===== config.mk =====
export PLATFORM = sky130hd
export DESIGN_NAME = l1_attention_scheduler_flat
export DESIGN_NICKNAME = d
export VERILOG_FILES = /design/src/rtl/l1_attention_scheduler_pkg.sv /design/src/rtl/l1_attention_scheduler_if.sv /design/src/rtl/l1_attention_scheduler_select.sv /design/src/rtl/l1_attention_scheduler.sv /design/src/flat_wrapper.sv
export SDC_FILE = /design/constraint.sdc
export NUM_CORES = 1
export LEC_CHECK = 0
export BUFFER_PORTS_ARGS = -buffer_cell sky130_fd_sc_hd__buf_4
export CORE_MARGIN = 2
export CORE_UTILIZATION = 35
export DETAILED_ROUTE_END_ITERATION = 7
export GPL_ROUTABILITY_DRIVEN = 0
export GPL_TIMING_DRIVEN = 0
export PLACE_DENSITY = 0.58
export SLEW_MARGIN = 0
export SYNTH_ARGS = -nofsm -noshare
export SYNTH_HDL_FRONTEND = slang
export SYNTH_SLANG_ARGS = --single-unit

===== constraint.sdc =====
create_clock -name clk -period 27.6 [get_ports clk]
set_input_delay 8.28 -clock clk [delete_from_list [all_inputs] [get_ports clk]]
set_output_delay 8.28 -clock clk [all_outputs]
set_load 0.01 [all_outputs]

===== src/rtl/l1_attention_scheduler_pkg.sv =====
// Shared types and Q4.14 constants for the L1 attention scheduler.
package l1_attn_pkg;

    localparam int DEF_WIDTH = 18;
    localparam int DEF_FRAC  = 14;

    localparam int ONE       = 16384;
    localparam int LEVEL_MAX = 32768;

    typedef enum logic [2:0] {
        IDLE      = 3'd0,
        RAMP_UP   = 3'd1,
        DWELL     = 3'd2,
        RAMP_DOWN = 3'd3,
        REFRACT   = 3'd4
    } state_t;

    // States in which a column holds the spotlight.
    function automatic logic is_focus_state(state_t s);
        return (s == RAMP_UP) || (s == DWELL) || (s == RAMP_DOWN);
    endfunction

endpackage


===== src/rtl/l1_attention_scheduler_if.sv =====
// Control/data bundle between the salience stage, the scheduler and the L1 column bank.
interface l1_attention_scheduler_if #(
    parameter int WIDTH = 18,
    parameter int N_COL = 4,
    parameter int IDXW  = 2
);
    logic                       enable;
    logic [N_COL*WIDTH-1:0]     salience_in;
    logic signed [WIDTH-1:0]    attn_max;
    logic [N_COL*WIDTH-1:0]     attention_out;
    logic [IDXW-1:0]            focus_idx;
    logic                       focus_valid;
    logic [2:0]                 state_out;
    logic                       switch_pulse;

    modport master (
        output enable, salience_in, attn_max,
        input  attention_out, focus_idx, focus_valid, state_out, switch_pulse
    );

    modport slave (
        input  enable, salience_in, attn_max,
        output attention_out, focus_idx, focus_valid, state_out, switch_pulse
    );
endinterface


===== src/rtl/l1_attention_scheduler_select.sv =====
// Combinational masked argmax over column salience with inhibition of return.
module attn_salience_select #(
    parameter int WIDTH      = 18,
    parameter int N_COL      = 4,
    parameter int IDXW       = 2,
    parameter int SAL_THRESH = 1638
) (
    input  logic [N_COL*WIDTH-1:0]  salience,
    input  logic [IDXW-1:0]         last_idx,
    input  logic                    last_valid,
    input  logic [IDXW-1:0]         focus_idx,
    output logic [IDXW-1:0]         winner_idx,
    output logic                    winner_valid,
    output logic signed [WIDTH-1:0] best_other_salience,
    output logic                    other_valid
);
    localparam logic signed [WIDTH-1:0] THRESH = WIDTH'(SAL_THRESH);

    logic signed [WIDTH-1:0] col_sal [N_COL];
    logic [N_COL-1:0]        eligible;
    logic [N_COL-1:0]        candidate;
    logic                    others_eligible;
    logic signed [WIDTH-1:0] best_sal;

    // Eligibility, then drop the last-released column only if someone else can take over.
    always_comb begin
        eligible        = '0;
        others_eligible = 1'b0;
        for (int unsigned k = 0; k < N_COL; k++) begin
            col_sal[k]  = salience[k*WIDTH +: WIDTH];
            eligible[k] = col_sal[k] > THRESH;
            if (eligible[k] && (IDXW'(k) != last_idx))
                others_eligible = 1'b1;
        end
        candidate = eligible;
        if (last_valid && others_eligible) begin
            for (int unsigned k = 0; k < N_COL; k++) begin
                if (IDXW'(k) == last_idx)
                    candidate[k] = 1'b0;
            end
        end
    end

    // Argmax over candidates; strict compare keeps the lowest index on ties.
    always_comb begin
        winner_idx   = '0;
        winner_valid = 1'b0;
        best_sal     = '0;
        for (int unsigned k = 0; k < N_COL; k++) begin
            if (candidate[k] && (!winner_valid || (col_sal[k] > best_sal))) begin
                winner_valid = 1'b1;
                winner_idx   = IDXW'(k);
                best_sal     = col_sal[k];
            end
        end
    end

    // Strongest eligible challenger to the current focus, for preemption.
    always_comb begin
        best_other_salience = '0;
        other_valid         = 1'b0;
        for (int unsigned k = 0; k < N_COL; k++) begin
            if (eligible[k] && (IDXW'(k) != focus_idx) &&
                (!other_valid || (col_sal[k] > best_other_salience))) begin
                other_valid         = 1'b1;
                best_other_salience = col_sal[k];
            end
        end
    end
endmodule


===== src/rtl/l1_attention_scheduler.sv =====
// Spotlight scheduler: grants ramped attention to one L1 column at a time.
module l1_attention_scheduler
    import l1_attn_pkg::*;
#(
    parameter int WIDTH          = DEF_WIDTH,
    parameter int FRAC           = DEF_FRAC,
    parameter int N_COL          = 4,
    parameter int IDXW           = 2,
    parameter int SAL_THRESH     = 1638,
    parameter int RAMP_STEP      = 1024,
    parameter int DWELL_TICKS    = 200,
    parameter int MIN_DWELL      = 40,
    parameter int PREEMPT_MARGIN = 4096,
    parameter int REFRACT_TICKS  = 20
) (
    input  logic                    clk,
    input  logic                    rst_n,
    input  logic                    clk_en,
    l1_attention_scheduler_if.slave bus
);
    localparam int CNTW = 16;

    // Level ceiling is 2.0 in the fixed-point format.
    localparam logic [WIDTH-1:0]        LVL_TOP    = WIDTH'(2 << FRAC);
    localparam logic [WIDTH-1:0]        STEP       = WIDTH'(RAMP_STEP);
    localparam logic signed [WIDTH-1:0] THRESH     = WIDTH'(SAL_THRESH);
    localparam logic signed [WIDTH:0]   MARGIN     = (WIDTH+1)'(PREEMPT_MARGIN);
    localparam logic [CNTW-1:0]         DWELL_LAST = CNTW'(DWELL_TICKS - 1);
    localparam logic [CNTW-1:0]         REFR_LAST  = CNTW'(REFRACT_TICKS - 1);
    localparam logic [CNTW-1:0]         MIN_D      = CNTW'(MIN_DWELL);

    state_t                  state, state_nx;
    logic [WIDTH-1:0]        level, level_nx;
    logic [IDXW-1:0]         idx, idx_nx;
    logic [IDXW-1:0]         last_idx, last_idx_nx;
    logic                    last_valid, last_valid_nx;
    logic [CNTW-1:0]         dwell_cnt, dwell_nx;
    logic [CNTW-1:0]         refr_cnt, refr_nx;
    logic                    start;

    logic [N_COL*WIDTH-1:0]  attn_q, attn_nx;
    logic                    focus_valid_q;
    logic                    switch_pulse_q;

    logic [IDXW-1:0]         win_idx;
    logic                    win_valid;
    logic signed [WIDTH-1:0] best_other;
    logic                    other_valid;

    logic [WIDTH-1:0]        amax;
    logic [WIDTH:0]          sum_up;
    logic [WIDTH-1:0]        up_level;
    logic [WIDTH-1:0]        dn_level;
    logic signed [WIDTH-1:0] focus_sal;
    logic signed [WIDTH:0]   challenge;
    logic signed [WIDTH:0]   bar;
    logic                    low_sal;
    logic                    preempt;
    logic                    dwell_exit;

    attn_salience_select #(
        .WIDTH      (WIDTH),
        .N_COL      (N_COL),
        .IDXW       (IDXW),
        .SAL_THRESH (SAL_THRESH)
    ) u_select (
        .salience            (bus.salience_in),
        .last_idx            (last_idx),
        .last_valid          (last_valid),
        .focus_idx           (idx),
        .winner_idx          (win_idx),
        .winner_valid        (win_valid),
        .best_other_salience (best_other),
        .other_valid         (other_valid)
    );

    // Clamp the requested spotlight level into [0, LVL_TOP].
    always_comb begin
        if (bus.attn_max[WIDTH-1])
            amax = '0;
        else if (bus.attn_max > LVL_TOP)
            amax = LVL_TOP;
        else
            amax = bus.attn_max;
    end

    // Saturating ramp arithmetic; the extra bit keeps the sum from wrapping.
    always_comb begin
        sum_up   = {1'b0, level} + {1'b0, STEP};
        up_level = (sum_up > {1'b0, amax}) ? amax : sum_up[WIDTH-1:0];
        dn_level = (level > STEP) ? (level - STEP) : '0;
    end

    // Salience of the focused column and the DWELL exit conditions.
    always_comb begin
        focus_sal = '0;
        for (int unsigned k = 0; k < N_COL; k++) begin
            if (IDXW'(k) == idx)
                focus_sal = bus.salience_in[k*WIDTH +: WIDTH];
        end
        challenge  = {best_other[WIDTH-1], best_other};
        bar        = $signed({focus_sal[WIDTH-1], focus_sal}) + MARGIN;
        low_sal    = focus_sal <= THRESH;
        preempt    = other_valid && (dwell_cnt >= MIN_D) && (challenge >= bar);
        dwell_exit = (dwell_cnt == DWELL_LAST) || low_sal || !bus.enable || preempt;
    end

    // Next-state, level and bookkeeping for one clk_en tick.
    always_comb begin
        state_nx      = state;
        level_nx      = level;
        idx_nx        = idx;
        last_idx_nx   = last_idx;
        last_valid_nx = last_valid;
        dwell_nx      = dwell_cnt;
        refr_nx       = refr_cnt;
        start         = 1'b0;
        case (state)
            IDLE: begin
                level_nx = '0;
                if (bus.enable && win_valid) begin
                    idx_nx   = win_idx;
                    state_nx = RAMP_UP;
                    start    = 1'b1;
                end
            end
            RAMP_UP: begin
                level_nx = up_level;
                if (up_level == amax) begin
                    state_nx = DWELL;
                    dwell_nx = '0;
                end
            end
            DWELL: begin
                level_nx = amax;
                dwell_nx = dwell_cnt + CNTW'(1);
                if (dwell_exit)
                    state_nx = RAMP_DOWN;
            end
            RAMP_DOWN: begin
                level_nx = dn_level;
                if (dn_level == '0) begin
                    last_idx_nx   = idx;
                    last_valid_nx = 1'b1;
                    refr_nx       = '0;
                    state_nx      = (REFRACT_TICKS == 0) ? IDLE : REFRACT;
                end
            end
            REFRACT: begin
                level_nx = '0;
                refr_nx  = refr_cnt + CNTW'(1);
                if (refr_cnt == REFR_LAST)
                    state_nx = IDLE;
            end
            default: begin
                state_nx = IDLE;
                level_nx = '0;
            end
        endcase
    end

    // Route the next level to the focused column only.
    always_comb begin
        attn_nx = '0;
        for (int unsigned k = 0; k < N_COL; k++) begin
            if (IDXW'(k) == idx_nx)
                attn_nx[k*WIDTH +: WIDTH] = level_nx;
        end
    end

    // State and registered outputs advance on clk_en; the switch pulse lasts one clk.
    always_ff @(posedge clk or negedge rst_n) begin
        if (!rst_n) begin
            state          <= IDLE;
            level          <= '0;
            idx            <= '0;
            last_idx       <= '0;
            last_valid     <= 1'b0;
            dwell_cnt      <= '0;
            refr_cnt       <= '0;
            attn_q         <= '0;
            focus_valid_q  <= 1'b0;
            switch_pulse_q <= 1'b0;
        end else begin
            switch_pulse_q <= clk_en & start;
            if (clk_en) begin
                state         <= state_nx;
                level         <= level_nx;
                idx           <= idx_nx;
                last_idx      <= last_idx_nx;
                last_valid    <= last_valid_nx;
                dwell_cnt     <= dwell_nx;
                refr_cnt      <= refr_nx;
                attn_q        <= attn_nx;
                focus_valid_q <= is_focus_state(state_nx);
            end
        end
    end

    assign bus.attention_out = attn_q;
    assign bus.focus_idx     = idx;
    assign bus.focus_valid   = focus_valid_q;
    assign bus.state_out     = state;
    assign bus.switch_pulse  = switch_pulse_q;

endmodule


===== src/flat_wrapper.sv =====
// flat-port wrapper written by rule: the top's interface ports become plain ports
module l1_attention_scheduler_flat import l1_attn_pkg::*;
#(
    parameter int WIDTH          = DEF_WIDTH,
    parameter int FRAC           = DEF_FRAC,
    parameter int N_COL          = 4,
    parameter int IDXW           = 2,
    parameter int SAL_THRESH     = 1638,
    parameter int RAMP_STEP      = 1024,
    parameter int DWELL_TICKS    = 200,
    parameter int MIN_DWELL      = 40,
    parameter int PREEMPT_MARGIN = 4096,
    parameter int REFRACT_TICKS  = 20
)
  (clk, rst_n, clk_en, bus_enable, bus_salience_in, bus_attn_max, bus_attention_out, bus_focus_idx, bus_focus_valid, bus_state_out, bus_switch_pulse);
  l1_attention_scheduler_if #(.WIDTH(WIDTH), .N_COL(N_COL), .IDXW(IDXW)) bus_i ();
  input  logic clk;
  input  logic rst_n;
  input  logic clk_en;
  input wire logic [$bits(bus_i.enable)-1:0] bus_enable;
  input wire logic [$bits(bus_i.salience_in)-1:0] bus_salience_in;
  input wire logic [$bits(bus_i.attn_max)-1:0] bus_attn_max;
  output wire logic [$bits(bus_i.attention_out)-1:0] bus_attention_out;
  output wire logic [$bits(bus_i.focus_idx)-1:0] bus_focus_idx;
  output wire logic [$bits(bus_i.focus_valid)-1:0] bus_focus_valid;
  output wire logic [$bits(bus_i.state_out)-1:0] bus_state_out;
  output wire logic [$bits(bus_i.switch_pulse)-1:0] bus_switch_pulse;
  assign bus_i.enable = bus_enable;
  assign bus_i.salience_in = bus_salience_in;
  assign bus_i.attn_max = bus_attn_max;
  assign bus_attention_out = bus_i.attention_out;
  assign bus_focus_idx = bus_i.focus_idx;
  assign bus_focus_valid = bus_i.focus_valid;
  assign bus_state_out = bus_i.state_out;
  assign bus_switch_pulse = bus_i.switch_pulse;
  l1_attention_scheduler #(.WIDTH(WIDTH), .FRAC(FRAC), .N_COL(N_COL), .IDXW(IDXW), .SAL_THRESH(SAL_THRESH), .RAMP_STEP(RAMP_STEP), .DWELL_TICKS(DWELL_TICKS), .MIN_DWELL(MIN_DWELL), .PREEMPT_MARGIN(PREEMPT_MARGIN), .REFRACT_TICKS(REFRACT_TICKS)) u_core (.clk(clk), .rst_n(rst_n), .clk_en(clk_en), .bus(bus_i));
endmodule

* Word level (Yosys, flattened, before mapping) *
Cells that the tools add are included.
W data, S select, Z words.

storage, ports and cells
  logic and storage cells = 161
  input bits = 94
  output and inout port bits = 79
  register bits = 132

cells by class
  equality and inequality tests = 27
  muxes and demuxes = 54
  $lt $le $gt $ge = 16
  bitwise gates (word level) = 1
  add/sub/neg operators = 5
  reductions and logical operators = 48

operator list
  kind                      count
  $mux W18                  17
  $gt A18 B18 Y1            6
  $gt A18 B12 Y1 const B    4
  $pmux W16 S2              2
  $pmux W18 S3              1
  $mux W17                  2
  $add A16 B1 Y16 const B   2
  $mux W16                  2
  $add A18 B11 Y19 const B  1
  $add A18 B14 Y19 const B  1
  $ge A18 B19 Y1            1
  $gt A19 B17 Y1            1
  $mux W1                   19
  $eq A18 B17 Y1            1
  $gt A18 B11 Y1 const B    1
  $gt A18 B16 Y1 const B    1
  $le A18 B12 Y1 const B    1
  $logic_and A1 B1 Y1       18
  $logic_not A18 Y1         1
  $sub A18 B11 Y18 const B  1
  $eq A16 B5 Y1 const B     1
  $eq A16 B8 Y1 const B     1
  $ge A16 B6 Y1 const B     1
  $mux W3                   5
  18 further kinds          60

* Longest topological paths before layout *
Gate-level depths: netlist of run 1.

  word-level depth = 27
  mapped depth = 48
  gate-level depth less buffers = 39

* Cells and area by module *
A second synthesis of run 1 with hierarchy kept.

unflattened totals
  cell total of the unflattened synthesis = 1,392
  area, all modules = 12,326.8 um2

modules (own cells, without submodules)
  module                  area an instance (um2)  seq. area each (um2)  instances  cells each
  l1_attention_scheduler  8,167.8                 3,303.2               1          855
  attn_salience_select    4,159.0                 0.0                   1          537

* Least setup slack after synthesis of run 1 *
No wires, ideal clock.

  kind = in2reg
  start = input bus_salience_in[7]
  end = register u_core.state[0], in the netlist u_core.bus.state_out[0]
  buffers on the path = 9
  arrival = 16.975 ns
  data required time = 27.445 ns
  cell stages on the path = 46
  library setup time = 0.155 ns
  setup slack = 10.470 ns
  path through = or4_1 -> a31oi_1 -> o32a_2 -> buf_6 -> nor2_1 -> clkbuf_1 -> clkbuf_1 -> nand2_1 -> ha_1 -> a21o_1 -> a21o_1 -> a221oi_1 -> a21boi_0 -> or3b_2 -> clkbuf_1 -> clkbuf_1 -> a31oi_1 -> nor2_1 -> [... 10 more ...] -> ha_1 -> nand4_1 -> or3_1 -> o32ai_1 -> a31oi_1 -> o21ai_0 -> buf_2 -> buf_2 -> mux2i_1 -> ha_1 -> nand2b_1 -> a21o_1 -> a21oi_1 -> o21ai_0 -> a21oi_1 -> o211ai_1 -> a21oi_1 -> o221ai_1

on the way
  longest elaborated chain between the ends = 24
  elaborated cells between the ends (all ways) = 65
  classes of those cells = add/sub: 1; order compare: 9; mux: 28; reduce/logical: 27

RTL lines
  what                                                     RTL line                       RTL
  start, declared                                          flat_wrapper.sv:21             input wire logic [$bits(bus_i.salience_in)-1:0] bus_salience_in;
  branches (longest 23 deep; another with $gt A18 B12 Y1)  -
  $pmux W3 S5 *                                            l1_attention_scheduler.sv:118  case (state)
  end signal, assigned                                     l1_attention_scheduler.sv:187  state <= state_nx;
  end, declared                                            l1_attention_scheduler.sv:32   state_t state, state_nx;

Mark *: on every way between the ends.
A chain may end at the register's enable or synchronous reset.

* Worst setup path after layout of run 1 *
  start = input bus_salience_in[8]
  end = register u_core.state[0], in the netlist u_core.bus.state_out[0]

The elaborated chain is that of the path after synthesis.

==> metrics.cfg, run 1 <==
[final_layout]
multi_input_area_um2 = 8770
drive_above_1_share = 0.203
ff_latch_area_um2 = 3300
utilization = 0.423
area_growth_pct = 19.2
nets = 1919
fill_cells = 3658
insertedDiodeCount = 0
stdcell_count = 2154

[detailed_routing]
post_drt_via_cell_ratio = 5.99
routed-via-count = 12900
ant_nets = 0
drt_wl_total_mm = 46.9
dr.pass1.iters = 5
drt_iter0_markers = 1103
drc_errors = 0
avgRoutedWirePerCell_um = 21.8

[global_route]
grt_max_degree = 92
antenna_found_initial = 0
grt_overflow = 0
grt_pass1_wl_mm = 72.5
grt_pass1_vias = 12500
track_usage = 0.243

[place]
detailed_place_hpwl_mm = 37.4
port_buffers = 170
placedCellCount = 2122

[setup_path]
cp_data_required_time_ps = 27870
cp_slowest_stage_delay_ps = 880
crit_fanout = 10
crit_family = compound AO/OA/AOI/OAI gates
critPathArrivalTime_ps = 20710
path_class = input port to flop
slowest_stage = a22oi_1
start_kind = input port
path_buf_inv = 10
cp-end-kind = flop

[sta]
hold_viol = 0
period_needed_ps = 20440
worst_pin_slew_ps = 1410
clock_skew_ps = 13.2
setup_viol = 0
final-max-slew-violation-count = 0
min_period_over_period = 0.741
finalSetupTns_ps = 0
fmax_ghz = 0.0489
rsz0062_at_grt = false
slew_headroom = 0.0475

[logic_synthesis]
syn_area_per_cell_um2 = 8.81
synth_edf_count = 0
synthCells = 1476
yosysWarnings = 0
ys_top_cells_by_count = inv_1 (162), ha_1 (152), dfrtp_1 (132)
ys_ff_latch = 132
synthTopCellsByArea = dfrtp_1 (25%), ha_1 (15%), inv_1 (4.7%)
async_flop_share = 1.00
ys_types = 100
yosysSeqAreaShare = 0.254
synth_top_area_share = 0.254
synth-main-ff-cell = dfrtp_1
synth_top_cell_by_area = dfrtp_1
netlist_area_um2 = 13000
yosysMostFrequentCell = inv_1

[status]
status = finished, final reports clean

[cts]
clkTransAtPathRegs_ps = 70
cts_setup_buffers = 0
hold_buffers = 0
cts_sinks = 132
clkLatencyLatePin_ps = 430
clk_path_buf_depth = 2
cts-root-buf = clkbuf_16
cts_resized = 0
numCtsBuffers = 17
htreeDepth = 4
cts_tree = yes

[power]
fin_total_pwr_uw = 1070
peakVddDrop_uv = 64.9
power.density_nw_per_um2 = 68.9
p_leak_uw = 0.00702

[die]
die_h_um = 197
num_io_pins = 173
core_um2 = 36600
rows = 70
fp.dieArea_um2 = 38700
die_x_um = 197
start_util = 0.355

[worst_hold_path]
hold_class = flop to flop

[job]
drv_cap = 0

-- cell type report --
cell class,count,share of cell area
well taps,468,0.0378
clock buffers,17,0.0275
flip-flops and latches,132,0.213
plain buffers,69,0.0212
repair buffers,171,0.0844
multi-input cells,1117,0.566
clock inverters,15,0.00993
inverters,165,0.0400
-- final timing paths --
path	cells after the start	to	start	slack [ps]
max in group asynchronous	2	u_core.dwell_cnt[1]	rst_n	19020
max	47	u_core.bus.state_out[0]	bus_salience_in[8]	7160
min in group asynchronous	1	u_core.refr_cnt[12]	rst_n	7770
max reg2reg	46	u_core.bus.state_out[0]	u_core.bus.focus_idx[1]	13970
min	1	u_core.bus.attention_out[62]	u_core.bus.attention_out[62]	490
min reg2reg	1	u_core.bus.attention_out[62]	u_core.bus.attention_out[62]	490
-- flip-flops by register name, summed over array words and instances (netlist names) --
register                  flops
u_core.bus.focus_idx          2
u_core.last_valid             1
u_core.bus.focus_valid        1
u_core.bus.attention_out     72
u_core.level                 18
u_core.dwell_cnt             16
u_core.bus.switch_pulse       1
u_core.bus.state_out          3
u_core.refr_cnt              16
u_core.last_idx               2
-- per-layer routing --
| layer | vias up | global-route usage | wire length [µm] |
|---|---|---|---|
| met5 | - | 0 | 0 |
| met4 | 0 | 0.110 | 2080 |
| met3 | 116 | 0.0311 | 3160 |
| met2 | 589 | 0.389 | 21400 |
| met1 | 6223 | 0.327 | 20300 |
| li1 | 5974 | - | - |
-- layout by cell type (no fill, tap or decap), types with 35 or more instances in the layout --
| cell | Yosys | final |
|---|---|---|
| buf_4 | 5 | 174 |
| inv_1 | 162 | 162 |
| ha_1 | 152 | 152 |
| dfrtp_1 | 132 | 132 |
| nand2_1 | 104 | 104 |
| nor2_1 | 83 | 83 |
| a21oi_1 | 63 | 63 |
| nand3_1 | 59 | 59 |
| o21ai_0 | 58 | 58 |
| o32ai_1 | 42 | 42 |
| nand4_1 | 39 | 39 |
| a31oi_1 | 37 | 37 |
| clkbuf_1 | 37 | 37 |
| mux2_2 | 35 | 35 |
-- power breakdown --
part,switching (µW),internal (µW),total (µW)
logic,377,232,608
registers,20.6,213,233
clock network,105,121,226
-- cells by family (layout without fill, tap and decap cells) --
family          count (synthesis)  count (layout)  share of synthesized area
simple gates                  432             432                      0.174
mux                            75              75                     0.0796
xor+xnor                       32              32                     0.0237
other cells                     2               9                   0.000578
fa+ha+maj                     152             152                      0.146
buf+inv                       234             437                     0.0729
compound gates                417             417                      0.249
flops                         132             132                      0.254
-- metrics by stage --
| stage | setup slack, ps | instance area (µm²) | hold WS, ps |
|---|---|---|---|
| floorplan | 10470 | 13000 | 487 |
| global placement | 7130 | 14900 | 473 |
| detailed placement | 7080 | 14900 | 474 |
| CTS | 7480 | 15500 | 493 |
| global route | 6730 | 15500 | 504 |
| finish | 7160 | 15500 | 486 |
(Power assumes the default switching activity.)
==> run 2: changes to the inputs <==
Settings changed: ABC_AREA from default to 1, PLACE_DENSITY 0.58 to 0.6.
Clock period 27.6 ns to 16.5 ns, I/O delays scaled along.
==> run 2 against run 1 <==
Effect of this change:
- non-clock buffer count fell by 1
- global-route usage fell by 0.32 points
- flip-flop and latch count did not move
- clock skew rose by 5.8 ps
- area after synthesis rose by 2.3%
- synthesized cell count rose by 38%
- largest cell class unchanged
- highest routed layer unchanged
==> metrics.cfg, run 2 <==
[place]
detailed_place_hpwl_mm = 38.2
port_buffers = 172
place_ws_ps = 1410

[die]
fp.dieArea_um2 = 39500
die_x_um = 199
core_um2 = 37500
start_util = 0.355
die_h_um = 199
num_io_pins = 173
rows = 71

[final_layout]
fill_cells = 4028
nets = 2478
drive_above_1_share = 0.131
ff_latch_area_um2 = 3300
largest_reg_flops = 72
layout_common_cells = nand2_1 (595), nand3_1 (252), inv_1 (233), buf_4 (182), ha_1 (152)
insertedDiodeCount = 0
multi_input_area_um2 = 8740
layout_commonest_cell = nand2_1
area_growth_pct = 19.6

[global_route]
grt_overflow = 0
grt_max_degree = 90
track_usage = 0.239
grt_pass1_vias = 14100
antenna_found_initial = 0
grt_pass1_wl_mm = 74.2

[logic_synthesis]
synth_top_cell_by_area = dfrtp_1
synthTopCellsByArea = dfrtp_1 (25%), nand2_1 (17%), ha_1 (14%)
synthAdderAreaFrac = 0.143
synth_xor_area_frac = 0.0204
async_flop_share = 1.00
synth_top_family_by_area = simple AND/OR/NAND/NOR gates
synth_top_area_share = 0.249
syn_area_per_cell_um2 = 6.54
synth_simple_gate_area_frac = 0.367
yosysMostFrequentCell = nand2_1
yosysWarnings = 0
ys_types = 51
synthCells = 2033
synth_edf_count = 0
synth-compound-area-share = 0.124
yosysSeqAreaShare = 0.249
ys_top_cells_by_count = nand2_1 (595), nand3_1 (252), inv_1 (233)
netlist_area_um2 = 13300
synth-main-ff-cell = dfrtp_1
synth_mux_area_frac = 0
ys_ff_latch = 132

[cts]
cts_resized = 0
cts-root-buf = clkbuf_16
numCtsBuffers = 17
cts_setup_buffers = 0
cts_tree = yes
clk_path_buf_depth = 2
clkTransAtPathRegs_ps = 70
htreeDepth = 4
hold_buffers = 0
clkLatencyLatePin_ps = 430
cts_sinks = 132

[detailed_routing]
routed-via-count = 14600
drt_wl_total_mm = 47.0
avgRoutedWirePerCell_um = 17.1
post_drt_via_cell_ratio = 5.30
dr.pass1.iters = 6
drt_iter0_markers = 1254
ant_nets = 0
drc_errors = 0

[setup_path]
startpoint = bus_salience_in[1]
cp_data_required_time_ps = 16780
r2r_end = u_core.bus.state_out[0]
crit-reg2reg-launch = u_core.bus.focus_idx[0]
cp_slowest_stage_delay_ps = 420
crit_fanout = 10
cpMostUsedCell = nand2_1
r2r_cells = 68
critPathArrivalTime_ps = 15280
cp-end-kind = flop
r2r_slack_ps = 5520
cp-endpoint = u_core.bus.state_out[0]
path_class = input port to flop
slowest_stage = clkbuf_1
start_kind = input port

[power]
peakVddDrop_uv = 113
power.density_nw_per_um2 = 160
p_leak_uw = 0.00853
fin_total_pwr_uw = 2540

[status]
status = finished, final reports clean

[sta]
fmax_ghz = 0.0667
clock_skew_ps = 19.0
min_period_over_period = 0.909
finalSetupTns_ps = 0
setup_viol = 0
setup_ws_ps = 1500
worst_pin_slew_ps = 811
hold_viol = 0
final-max-slew-violation-count = 0
rsz0062_at_grt = false
slew_headroom = 0.455
hold_slack_ps = 482
period_needed_ps = 15000

[job]
drv_cap = 0

[worst_hold_path]
hold_class = flop to flop

run 2: changes by cell type after synthesis, moves of 23 or more:
cell	before	now
o21ai_0	58	123
nor2_1	83	140
nand2_1	104	595
o32ai_1	42	0
inv_1	162	233
a21o_1	26	3
nand3_1	59	252
a31oi_1	37	0
mux2_2	35	0
run 2: final cells by class:
class / count / area share
clock buffer: 17 / 0.0268
sequential: 132 / 0.208
buffer: 66 / 0.0221
inverter: 246 / 0.0581
timing repair buffer: 173 / 0.0832
multi-input combinational: 1596 / 0.550
tap: 511 / 0.0402
clock inverter: 15 / 0.0119
run 2: cells by family after synthesis:
| logic type | count (synthesis) |
|---|---|
| compound gates | 283 |
| xor+xnor | 31 |
| flops | 132 |
| other cells | 2 |
| simple gates | 1121 |
| buf+inv | 312 |
| fa+ha+maj | 152 |
run 2: worst min-delay path by stage:
stage / from / to / cells after the start / slack (ps)
floorplan: u_core.last_valid / u_core.last_valid / 1 / 460
global placement: u_core.bus.attention_out[23] / u_core.bus.attention_out[23] / 2 / 470
detailed placement: u_core.bus.attention_out[57] / u_core.bus.attention_out[57] / 2 / 470
CTS: u_core.bus.attention_out[57] / u_core.bus.attention_out[57] / 2 / 480
global route: u_core.bus.attention_out[59] / u_core.bus.attention_out[59] / 2 / 500
finish: u_core.bus.attention_out[23] / u_core.bus.attention_out[23] / 2 / 480
run 2: where the power goes:
part           leakage, µW  total [µW]  internal, µW  switching [µW]
logic              0.00644        1670           563            1110
clock network     0.000287         390           217             173
registers          0.00181         477           397            79.7
run 2: metrics by stage:
step	instance area (µm²)	utilization	std cells
detailed placement	15300	0.408	2724
floorplan	13300	-	2040
finish	15900	0.424	2756
global placement	15200	0.407	2723
CTS	15900	0.424	2756
global route	15900	0.424	2756
run 2: routing by layer:
metal	GRT usage	wire, µm	share of wire	vias to the layer above
met2	0.390	21500	0.46	516
met3	0.0241	2650	0.056	107
met4	0.0937	1800	0.038	0
met1	0.325	21100	0.45	6812
met5	0	0	0	-
li1	-	-	-	7173
run 2: critical path: cells and delay by family:
| kind | cells | cell delay (ps) |
|---|---|---|
| xor+xnor | 1 | 180 |
| fa+ha+maj | 4 | 1190 |
| compound gates | 19 | 2910 |
| simple gates | 36 | 3930 |
| buf+inv | 12 | 2110 |
